## src/rtl/cpu_mem_arbiter.sv

```systemverilog
// Two-requester (CPU, debug) arbiter in front of a single-port memory.
// Define CPU_MEM_ARB_DBG_PRIO_EN for fixed debug priority instead of round-robin.
module cpu_mem_arbiter #(
  parameter int MEM_LATENCY = 1
) (
  input  logic        i_clk,
  input  logic        i_rst_n,
  input  logic        i_cpu_req,
  input  logic        i_cpu_we,
  input  logic [15:0] i_cpu_addr,
  input  logic [15:0] i_cpu_wdata,
  output logic [15:0] o_cpu_rdata,
  output logic        o_cpu_ack,
  output logic        o_cpu_stall,
  input  logic        i_dbg_req,
  input  logic        i_dbg_we,
  input  logic [15:0] i_dbg_addr,
  input  logic [15:0] i_dbg_wdata,
  output logic [15:0] o_dbg_rdata,
  output logic        o_dbg_ack,
  output logic        o_mem_en,
  output logic        o_mem_we,
  output logic [15:0] o_mem_addr,
  output logic [15:0] o_mem_wdata,
  input  logic [15:0] i_mem_rdata
);

  typedef enum logic [1:0] {IDLE, ACCESS, WAIT, RESP} state_t;

  localparam logic [1:0] WAIT_LOAD = 2'(MEM_LATENCY - 1);

  state_t      state_reg, state_next;
  logic        owner_reg, owner_next;  // 0 = CPU, 1 = debug
  logic        we_reg, we_next;
  logic [15:0] addr_reg, addr_next;
  logic [15:0] wdata_reg, wdata_next;
  logic [1:0]  wait_cnt_reg, wait_cnt_next;
  logic        mem_en_reg, mem_we_reg;
  logic        any_req, grant_dbg;

  assign any_req = i_cpu_req | i_dbg_req;

`ifdef CPU_MEM_ARB_DBG_PRIO_EN
  assign grant_dbg = i_dbg_req;
`else
  logic last_dbg_reg;

  // On a tie the requester that did not win last time gets the grant.
  assign grant_dbg = i_dbg_req & (~i_cpu_req | ~last_dbg_reg);

  always_ff @(posedge i_clk or negedge i_rst_n) begin
    if (!i_rst_n) begin
      last_dbg_reg <= 1'b1;
    end else if (state_reg == IDLE && any_req) begin
      last_dbg_reg <= grant_dbg;
    end
  end
`endif

  always_comb begin
    state_next    = state_reg;
    owner_next    = owner_reg;
    we_next       = we_reg;
    addr_next     = addr_reg;
    wdata_next    = wdata_reg;
    wait_cnt_next = wait_cnt_reg;
    case (state_reg)
      IDLE: begin
        if (any_req) begin
          state_next = ACCESS;
          owner_next = grant_dbg;
          we_next    = grant_dbg ? i_dbg_we    : i_cpu_we;
          addr_next  = grant_dbg ? i_dbg_addr  : i_cpu_addr;
          wdata_next = grant_dbg ? i_dbg_wdata : i_cpu_wdata;
        end
      end
      ACCESS: begin
        if (we_reg || MEM_LATENCY == 1) begin
          state_next = RESP;
        end else begin
          state_next    = WAIT;
          wait_cnt_next = WAIT_LOAD;
        end
      end
      WAIT: begin
        if (wait_cnt_reg <= 2'd1) begin
          state_next    = RESP;
          wait_cnt_next = 2'd0;
        end else begin
          wait_cnt_next = wait_cnt_reg - 2'd1;
        end
      end
      RESP:    state_next = IDLE;
      default: state_next = IDLE;
    endcase
  end

  always_ff @(posedge i_clk or negedge i_rst_n) begin
    if (!i_rst_n) begin
      state_reg    <= IDLE;
      owner_reg    <= 1'b0;
      we_reg       <= 1'b0;
      addr_reg     <= '0;
      wdata_reg    <= '0;
      wait_cnt_reg <= '0;
      mem_en_reg   <= 1'b0;
      mem_we_reg   <= 1'b0;
    end else begin
      state_reg    <= state_next;
      owner_reg    <= owner_next;
      we_reg       <= we_next;
      addr_reg     <= addr_next;
      wdata_reg    <= wdata_next;
      wait_cnt_reg <= wait_cnt_next;
      mem_en_reg   <= (state_next == ACCESS);
      mem_we_reg   <= (state_next == ACCESS) & we_next;
    end
  end

  // Per-requester ack pulse and read-data holding register.
  for (genvar gi = 0; gi < 2; gi++) begin : g_port
    localparam logic PORT_ID = (gi == 1);
    logic        ack_reg;
    logic [15:0] rdata_reg;
    logic        resp_next;

    assign resp_next = (state_next == RESP) && (owner_reg == PORT_ID);

    always_ff @(posedge i_clk or negedge i_rst_n) begin
      if (!i_rst_n) begin
        ack_reg   <= 1'b0;
        rdata_reg <= '0;
      end else begin
        ack_reg <= resp_next;
        if (resp_next && !we_reg) begin
          rdata_reg <= i_mem_rdata;
        end
      end
    end
  end

  assign o_mem_en    = mem_en_reg;
  assign o_mem_we    = mem_we_reg;
  assign o_mem_addr  = addr_reg;
  assign o_mem_wdata = wdata_reg;
  assign o_cpu_ack   = g_port[0].ack_reg;
  assign o_cpu_rdata = g_port[0].rdata_reg;
  assign o_dbg_ack   = g_port[1].ack_reg;
  assign o_dbg_rdata = g_port[1].rdata_reg;
  assign o_cpu_stall = i_cpu_req & ~o_cpu_ack;

endmodule

```

## config.mk

```make
export PLATFORM = sky130hd
export DESIGN_NAME = cpu_mem_arbiter
export DESIGN_NICKNAME = d
export VERILOG_FILES = /design/src/rtl/cpu_mem_arbiter.sv
export SDC_FILE = /design/constraint.sdc
export NUM_CORES = 1
export LEC_CHECK = 0
export ABC_AREA = 1
export CAP_MARGIN = 20
export CORE_MARGIN = 2
export CORE_UTILIZATION = 39
export CTS_BUF_LIST = sky130_fd_sc_hd__clkbuf_8
export DETAILED_ROUTE_END_ITERATION = 6
export PLACE_DENSITY = 0.77
export SETUP_SLACK_MARGIN = 0.5
export SLEW_MARGIN = 10
export SYNTH_ARGS = -nofsm -noshare
export SYNTH_HDL_FRONTEND = slang
export SYNTH_SLANG_ARGS = --single-unit
```

## constraint.sdc

```tcl
create_clock -name i_clk -period 3.1 [get_ports i_clk]
set_input_delay 0.31 -clock i_clk [delete_from_list [all_inputs] [get_ports i_clk]]
set_output_delay 0.31 -clock i_clk [all_outputs]
set_load 0.005 [all_outputs]
```

; Word level (Yosys, flattened, before mapping)
; Cells that the tools add are included.
[classes]
add_sub_neg = 1
magnitude_cmp = 1
n_eq_ne = 5
n_mux = 9
bitwise_logic = 9
n_reduce_logical = 8
[ops]
columns = op, n
row1 = two-way mux 16 bit, 2
row2 = one-hot mux 2 bit (4 select lines), 1
row3 = "== test 2 bit, second input constant", 3
row4 = two-way mux 2 bit, 3
row5 = logical AND 1 bit, 5
row6 = "== test 2 x 1 -> 1 bit, second input constant", 2
row7 = NOT 1 bit, 4
row8 = bitwise AND 1 bit, 3
row9 = two-way mux 1 bit, 3
row10 = "less-or-equal comparator 2 x 1 -> 1 bit, second input constant", 1
row11 = zero test 2 bit, 1
row12 = OR 1 bit, 2
row13 = AND reduction 2 bit, 1
row14 = "subtractor 2 x 1 -> 2 bit, second input constant", 1
row15 = zero test 1 bit, 1
[word_totals]
ff_bits = 75
input_bits = 86
out_inout_bits = 69
word_cells = 46

; Depth between registers and ports, before layout
; Gate-level depths: netlist (run 1).
[logic_depth]
ltp_word = 7
ltp_mapped = 11
depth_no_buf = 10

; Worst setup path after synthesis (run 1)
; No wires, ideal clock.
[synth_path]
kind = reg2reg
start = register state_reg[1]
end = register g_port[0].rdata_reg[0], in the netlist o_cpu_rdata[0]
setup_time_ps = 65
arrival_ps = 1422
required_time_ps = 3035
slack_ps = 1613
path_stages_with_launch = 8
path_buffers = 1
synth_period_minus_slack_ps = 1487
cell_sequence = dfrtp_1 > inv_1 > ha_1 > nand3_4 > nor2_8 > buf_8 > nand2_2 > nand2_1
[synth_between]
elab_chain_len = 5
word_cells_on_any_way = 10
cone_classes = 4 x eq/ne / 3 x mux / 3 x reduce/logical
[synth_lines]
columns = item, line_no
row1 = start: declaration, 32  ; state_t state_reg, state_next;
row2 = start signal: assignment, 109  ; state_reg <= state_next;
row3 = == test 2 bit (tied with other cells), 67  ; case (state_reg)
row4 = one-hot mux 2 bit (4 select lines) *, 67
row5 = named net state_next[1], 32
row6 = == test 2 bit *, 127  ; assign resp_next = (state_next == RESP) && (owner_reg == PORT_ID);
row7 = logical AND 1 bit *, 127
row8 = logical AND 1 bit *, 135  ; if (resp_next && !we_reg) begin
row9 = end signal: assignment, 136  ; rdata_reg <= i_mem_rdata;
row10 = end: declaration, 124  ; logic [15:0] rdata_reg;
; The timed path passes the listed nets; every way through them passes the cells marked *.
; A chain may end at the register's enable or synchronous reset.

; Worst setup path after layout (run 1)
[layout_path]
start = input i_cpu_req
end = output o_cpu_stall
[layout_between]
elab_chain_len = 1
[layout_lines]
columns = item, line_no
row1 = start: declaration, 8  ; input logic i_cpu_req,
row2 = bitwise AND 1 bit, 150  ; assign o_cpu_stall = i_cpu_req & ~o_cpu_ack;
row3 = end: declaration, 14  ; output logic o_cpu_stall,
; No other way between the ends.

==> results of run 1 <==
[cells by family after synthesis]
group,share of synthesized area [%]
flip-flops,56.8
adder cells (fa/ha/maj),1.14
buffers and inverters,4.92
AND/OR/NAND/NOR,30.2
AO/OA/AOI/OAI,7.00
[area by class of cell]
class,instances,share of cell area (%)
flip-flops and latches,75,36.8
clock inverters,6,1.62
well taps,105,2.58
inverters,12,0.883
clock buffers,9,2.43
repair buffers,156,30.7
multi-input cells,258,24.9
[cell usage in the layout, fill, tap and decap left out, types with 2 or more instances in the layout]
master             n
ha_1               3
nand3_4            2
a31oi_1           33
nand2_1          149
dfrtp_1           74
o21ai_0            2
clkbuf_8           9
nand4_4            2
nor2_8             2
clkinv_2           2
a21oi_1            2
bufinv_16          2
buf_4              2
clkdlybuf4s50_1  153
inv_2              4
nor2_1            34
nand2_2           22
inv_1              9
[stage by stage]
stage / util [%] / cell area [sq um] / power [mW]
6_report: 62.1 / 5100 / 4.68
5_1_grt: 62.1 / 5100 / 5.06
4_1_cts: 62.1 / 5100 / 4.74
3_5_place_dp: 59.5 / 4890 / 3.94
3_3_place_gp: 59.5 / 4890 / 3.86
2_1_floorplan: - / 3310 / 2.77
[layer usage]
metal  wire length [um]  up-vias  track usage [%]
met5                  0        -                0
met3                971        8             7.99
met1               3470     1439             23.1
met4                 98        0             7.50
li1                   -     1442                -
met2               4160      123             33.0
[power breakdown]
group	leakage [nW]	internal (mW)	switching, mW
sequential	0.900	1.43	0.279
combinational	1.32	1.18	0.995
clock	0.110	0.445	0.349
[worst paths after layout]
kind	startpoint	slack (ns)	depth (start not counted)	to
worst max-delay path	i_cpu_req	1.28	4	o_cpu_stall
worst min-delay path	i_rst_n	0.11	1	o_dbg_rdata[10]
worst max register to register	state_reg[1]	1.42	6	o_cpu_rdata[6]
worst min register to register	o_dbg_rdata[2]	0.48	2	o_dbg_rdata[2]
max in group asynchronous	i_rst_n	2.37	1	state_reg[1]
min in group i_clk	o_dbg_rdata[2]	0.48	2	o_dbg_rdata[2]
==> results.cfg, run 1 <==
[floorplanning]
ios = 155
die-area_sq_um = 9230
coreArea_sq_um = 8220
initial_core_util_pct = 40.2
die-width_um = 96.1
fp.dieH_um = 96.1
num_rows = 33

[critical_path]
worstPathMaxFanout = 3
cp_cell_sequence = clkdlybuf4s50_1, inv_1, nor2_1, clkdlybuf4s50_1
crit_type = input pin to output port
critical_path_buf_inv_count = 3
worst_ep_required_time_ns = 2.79
endpoint_kind = output port
crit_path_top_delay_cell = clkdlybuf4s50_1
start_kind = input pin
critPathMaxStageDelay_ns = 0.52
critPathArrivalTime_ns = 1.51
cp_common_cell = clkdlybuf4s50_1
cp_top_family = buffers and inverters

[logic_synthesis]
yosysTopAreaCell = dfrtp_1
netlist_instances = 362
yosysMostFrequentCell = nand2_1
syn_nets = 451
synth_area_sq_um = 3310
synth_top_area_share_pct = 56.0
async_flop_share_pct = 100
synth_edf_count = 0
yosysSeqAreaShare_pct = 56.8
ys_ff_latch = 75
syn_area_per_cell_sq_um = 9.14
synth_cell_type_count = 25
synthTopCellsByArea = dfrtp_1, nand2_1, a31oi_1, nand2_2, nor2_1
synth-main-ff-cell = dfrtp_1
yosys_warnings = 0
synth_commonest_cells = nand2_1, dfrtp_1, nor2_1

[power_and_ir_drop]
power.density_nw_per_um2 = 918
irDropWorstVdd_mv = 0.345
leakagePower_nw = 2.33

[global_routing]
grt-ovfl-total = 0
grt_pass1_vias = 3051
grt_antenna_before_repair = 0
grt_pass1_wl_um = 13900
track_usage_pct = 19.9
grt_max_degree = 76

[layout]
n_antenna_cell = 0
multiInputGateArea_sq_um = 1270
fin_nets = 601
register_area_sq_um = 1880
drive_gt1_share_pct = 10.5
n_fill_cell = 714
final_cells = 621
area_growth_pct = 54.2

[detailed_routing]
ant_nets = 0
vias = 3012
vias_per_cell = 4.85
drt_iter0_drc = 97
routed_wl_um = 8710
routedWlPerCell_um = 14.0
drc = 0
first_pass_iters = 5

[sta]
final.setup.tns_ns = 0
finalHoldViolations = 0
max_slew_margin_pct = 36.7
worst_hold_slack_ns = 0.111
worstMarginPinSlew_ns = 0.950
finalMaxSlewViolations = 0
skew_ns = 0.00818
fin_crit_ns = 1.82
rsz0062_at_grt = false
min_period_over_period_pct = 58.8
timing.final.ws_setup_ns = 1.28
finalSetupViolCount = 0
fmax_ghz = 0.549

[clock_network]
cts_resized = 0
hold_buffers = 0
post-cts-setup-buffers = 0
clk_path_buf_depth = 2
cts-root-buf = clkbuf_8
path_clk_slew_ns = 0.08
cts_tree = yes
htree_num_levels = 3
cts-buffers-inserted = 9
clock_latency_ns = 0.34
clkSinkCount = 75

[run]
drv_cap = 0

[placed_design]
dp_slack_ns = 1.21
place.gp.congestion = 0.769
portBuffers = 154
dp_cells = 606
hpwl_um = 6420

[min_path]
hp-class = input pin to async pin

[outcome]
status = complete, no violations
Note: power is estimated with default switching activity, not from simulation.
==> inputs of run 2 (changes only) <==
--- a/config.mk
+++ b/config.mk
@@ -8,10 +8,10 @@
 export ABC_AREA = 1
 export CAP_MARGIN = 20
 export CORE_MARGIN = 2
-export CORE_UTILIZATION = 39
+export CORE_UTILIZATION = 38
 export CTS_BUF_LIST = sky130_fd_sc_hd__clkbuf_8
 export DETAILED_ROUTE_END_ITERATION = 6
-export PLACE_DENSITY = 0.77
+export PLACE_DENSITY = 0.78
 export SETUP_SLACK_MARGIN = 0.5
 export SLEW_MARGIN = 10
 export SYNTH_ARGS = -nofsm -noshare
==> constraint.sdc (replaced) <==
create_clock -name i_clk -period 1.52 [get_ports i_clk]
set_input_delay 0.152 -clock i_clk [delete_from_list [all_inputs] [get_ports i_clk]]
set_output_delay 0.152 -clock i_clk [all_outputs]
set_load 0.005 [all_outputs]
==> results.cfg, run 2 (same netlist as run 1, synthesis figures left out) <==
[critical_path]
cp_common_cell = nand2_2
critPathMaxStageDelay_ns = 0.40
r2r_end = o_dbg_rdata[13]
critical_path_buf_inv_count = 3
crit_type = register to register
endpoint_kind = register
reg2reg_from = state_reg[0]
cp_cell_sequence = inv_4, ha_4, inv_2, nand2_2, nand2_4, nand2_8, nand3_4, nor2_8, buf_6, nand2_2, nand2_1
crit_path_top_delay_cell = dfrtp_1
cp_top_family = simple AND/OR/NAND/NOR gates
reg2reg_depth = 11
worstPathMaxFanout = 7
reg2reg_setup_slack_ns = -0.004
start_kind = register
worst_ep_required_time_ns = 1.80
critPathArrivalTime_ns = 1.80

[layout]
layout_common_cells = nand2_1, clkdlybuf4s50_1, buf_4, dfrtp_1, buf_2
area_growth_pct = 82.3
fin_area_sq_um = 6030
fin_nets = 702
n_antenna_cell = 0
fin_util_pct = 70.2
layout_commonest_cell = nand2_1
final_cells = 726
drive_gt1_share_pct = 47.1

[clock_network]
clock_latency_ns = 0.34
cts-root-buf = clkbuf_8
clkSinkCount = 75
path_clk_slew_ns = 0.08
cts-buffers-inserted = 9
clk_path_buf_depth = 2
cts_tree = yes
htree_num_levels = 3

[power_and_ir_drop]
irDropWorstVdd_mv = 0.830
fin_total_pwr_mw = 11.8
leakagePower_nw = 2.95
power.density_nw_per_um2 = 1960

[placed_design]
postPlaceCellArea_sq_um = 5020
hpwl_um = 6640
place.gp.congestion = 0.755
dp_cells = 617
portBuffers = 154

[floorplanning]
die-width_um = 97.3
ios = 155
num_rows = 34
die-area_sq_um = 9460
coreArea_sq_um = 8590
fp.dieH_um = 97.3
initial_core_util_pct = 38.5

[sta]
finalSetupViolCount = 1
fin_crit_ns = 1.52
rsz0062_at_grt = true
skew_ns = 0.00499
finalMaxSlewViolations = 0
worstMarginPinSlew_ns = 0.334
max_slew_margin_pct = 77.7
timing.final.ws_setup_ns = -0.00368
min_period_over_period_pct = 100
worst_hold_slack_ns = 0.207
fmax_ghz = 0.656
finalHoldViolations = 0

[min_path]
hp-class = input pin to async pin

[detailed_routing]
vias_per_cell = 4.87
routed_wl_um = 11200
first_pass_iters = 4
vias = 3533
drt_iter0_drc = 98
routedWlPerCell_um = 15.5
drc = 0
ant_nets = 0

[global_routing]
grt_antenna_before_repair = 0
grt_max_degree = 39
grt_pass1_wl_um = 16800
grt_pass1_vias = 3478
grt-ovfl-total = 0
track_usage_pct = 22.0

[outcome]
violations = negative setup slack
status = finished with violations

[run]
drv_cap = 0
==> run 2: changes by cell type in the layout (fill, tap and decap cells not counted), moves of 5 or more <==
cell,delta
nor2_2,+21
nor2_4,+11
buf_6,+11
nand2_1,-23
buf_4,+74
buf_2,+69
buf_12,+5
nand2_2,+19
nor2_1,-32
clkdlybuf4s50_1,-70
==> run 2: layout make-up <==
cell class | count | area [sq um]
clock buffers | 9 | 124
clock inverters | 7 | 38.8
fillers | 644 | 2560
inverters | 12 | 55.1
multi-input cells | 260 | 1600
flip-flops and latches | 75 | 1880
well taps | 108 | 135
repair buffers | 255 | 2200
==> run 2: worst max-delay path by stage <==
stage / end / depth (start not counted) / startpoint / slack (ns)
6_report: o_dbg_rdata[13] / 11 / state_reg[0] / -0.004
5_1_grt: o_dbg_rdata[1] / 10 / state_reg[0] / -0.11
4_1_cts: o_dbg_rdata[14] / 11 / state_reg[0] / 0.03
3_5_place_dp: o_cpu_rdata[7] / 9 / i_cpu_req / -0.15
3_3_place_gp: o_cpu_rdata[10] / 9 / i_dbg_req / -0.07
2_1_floorplan: o_dbg_rdata[10] / 11 / state_reg[0] / 0.1
==> run 2: power by group <==
part           internal, mW  total (mW)  switching, mW
Combinational          3.77        7.05           3.28
Sequential             2.93        3.50          0.567
Clock                 0.575        1.30          0.724
==> run 2: timing repair <==
item,4_1_cts,5_1_grt
endpoints found under the setup margin,141,140
setup buffers,47,36
endpoints found under the hold margin,64,0
resized for setup,317,65
pin swaps,11,12
hold buffers,1,0
gates cloned,7,2
==> run 2: per-layer routing <==
metal	global-route usage, %	vias up	wire, um
met1	25.9	1654	4270
li1	-	1661	-
met5	0	-	0
met2	37.7	192	5690
met3	6.76	26	1020
met4	8.55	0	260
==> run 2: per-stage QoR <==
| stage | worst slack [ns] | setup TNS (ns) |
|---|---|---|
| after floorplan | 0.0961 | 0 |
| after CTS | 0.0287 | 0 |
| after global routing | -0.108 | -2.47 |
| after global placement | -0.0727 | -1.21 |
| final | -0.00368 | -0.00368 |
| after detailed placement | -0.146 | -3.46 |
==> inputs of run 3 (changes only) <==
--- a/config.mk
+++ b/config.mk
@@ -7,11 +7,12 @@
 export LEC_CHECK = 0
 export ABC_AREA = 1
 export CAP_MARGIN = 20
-export CORE_MARGIN = 2
+export CORE_MARGIN = 3
 export CORE_UTILIZATION = 38
 export CTS_BUF_LIST = sky130_fd_sc_hd__clkbuf_8
 export DETAILED_ROUTE_END_ITERATION = 6
 export PLACE_DENSITY = 0.78
+export REMOVE_ABC_BUFFERS = 1
 export SETUP_SLACK_MARGIN = 0.5
 export SLEW_MARGIN = 10
 export SYNTH_ARGS = -nofsm -noshare
==> results.cfg, run 3 (same netlist as run 1, synthesis figures left out) <==
[outcome]
status = finished with violations
violations = negative setup slack

[detailed_routing]
routedWlPerCell_um = 15.8
drt_iter0_drc = 75
vias = 3427
routed_wl_um = 11000
first_pass_iters = 4
ant_nets = 0
drc = 0
vias_per_cell = 4.91

[critical_path]
worst_ep_required_time_ns = 1.78
start_kind = register
crit_type = register to register
endpoint_kind = register
critPathArrivalTime_ns = 1.81
worstPathMaxFanout = 8

[global_routing]
grt_pass1_wl_um = 16200
grt_pass1_vias = 3342
grt_antenna_before_repair = 0
grt-ovfl-total = 0
grt_max_degree = 76
track_usage_pct = 20.7

[power_and_ir_drop]
irDropWorstVdd_mv = 0.854
power.density_nw_per_um2 = 1950
leakagePower_nw = 2.83

[layout]
fin_nets = 677
drive_gt1_share_pct = 38.6
layout_commonest_cell = nand2_1
layout_common_cells = nand2_1, clkdlybuf4s50_1, dfrtp_1, buf_2, buf_4
n_fill_cell = 635
n_antenna_cell = 0
area_growth_pct = 73.4
final_cells = 698

[sta]
fin_crit_ns = 1.55
rsz0062_at_grt = true
finalSetupViolCount = 22
timing.final.ws_setup_ns = -0.0320
finalMaxSlewViolations = 0
min_period_over_period_pct = 102
finalHoldViolations = 0
skew_ns = 0.0119
final.setup.tns_ns = -0.270
fmax_ghz = 0.644
worstMarginPinSlew_ns = 0.429
max_slew_margin_pct = 71.4

[clock_network]
path_clk_slew_ns = 0.08
cts-root-buf = clkbuf_8
htree_num_levels = 3
cts-buffers-inserted = 9
clkSinkCount = 75
clock_latency_ns = 0.35
cts_tree = yes
clk_path_buf_depth = 2

[placed_design]
portBuffers = 154
hpwl_um = 6710
dp_cells = 612
place.gp.congestion = 0.758

[floorplanning]
num_rows = 33
die-area_sq_um = 9860
fp.dieH_um = 99.3
initial_core_util_pct = 39.6
die-width_um = 99.3
ios = 155
coreArea_sq_um = 8340

[min_path]
hp-class = input pin to register

[run]
drv_cap = 0
run 3: cell types whose count changed in the layout (fill, tap and decap cells not counted), sizes merged:
cell | before | now
clkinv | 4 | 3
inv | 14 | 13
clkbuf | 11 | 12
bufinv | 0 | 1
clkdlybuf4s50 | 83 | 84
buf | 168 | 143
clkinvlp | 1 | 2
dlygate4sd2 | 1 | 0
nand4 | 4 | 3
run 3: layer usage:
layer	up-vias	routed length [um]	GRT usage, %
li1	1612	-	-
met1	1647	4290	25.0
met2	154	5510	35.3
met3	14	1060	7.15
met4	0	171	5.36
met5	-	0	0
run 3: stage by stage:
stage	area (sq um)	hold WS, ns	total power [mW]	setup slack, ns	utilization, %
6_report	5730	0.356	11.2	-0.0320	68.7
2_1_floorplan	3190	-0.144	5.49	-0.955	-
3_5_place_dp	4990	0.204	8.28	-0.117	59.8
5_1_grt	5730	0.355	11.9	-0.113	68.7
3_3_place_gp	4990	0.201	8.10	-0.0640	59.8
4_1_cts	5320	0.340	10.1	-0.0210	63.8
run 3: area by class of cell:
| cell class | instances | area (sq um) | share of cell area (%) |
|---|---|---|---|
| multi-input combinational | 259 | 1430 | 24.9 |
| sequential | 75 | 1880 | 32.8 |
| inverter | 12 | 47.5 | 0.829 |
| tap | 105 | 131 | 2.29 |
| clock inverter | 7 | 76.3 | 1.33 |
| timing repair buffer | 231 | 2050 | 35.8 |
| clock buffer | 9 | 124 | 2.16 |
run 3: worst paths after layout:
kind                            startpoint              end  slack, ns  cells after the start
max                           state_reg[0]    o_mem_addr[5]      -0.03                      9
max in group asynchronous          i_rst_n   o_dbg_rdata[9]       0.82                      3
min reg2reg                 o_dbg_rdata[7]   o_dbg_rdata[7]       0.48                      2
max reg2reg                   state_reg[0]    o_mem_addr[5]      -0.03                      9
min                        i_dbg_wdata[14]  o_mem_wdata[14]       0.36                      3
min in group asynchronous          i_rst_n   o_mem_wdata[8]       0.37                      3
run 3: report_power, final:
| group | switching, mW | leakage, nW | internal (mW) |
|---|---|---|---|
| Combinational | 2.84 | 1.84 | 3.25 |
| Sequential | 0.566 | 0.900 | 2.92 |
| Clock | 0.805 | 0.0958 | 0.767 |
| Total | 4.21 | 2.83 | 6.94 |
run 3: timing repair:
item | in CTS | in global routing
pin swaps | 9 | 10
hold endpoints to repair | 74 | 0
hold buffers | 1 | 0
setup endpoints to repair | 142 | 143
resized for setup | 291 | 38
gates cloned | 4 | 4
setup buffers | 34 | 27
run 3: worst max-delay path, cell delays in order, from the launching register on:
cell	delay, ns
dfrtp_1	0.38
inv_2	0.12
buf_6	0.12
ha_4	0.13
inv_4	0.04
nor2_4	0.19
buf_6	0.17
buf_16	0.13
nor2_1	0.05
a31oi_1	0.15
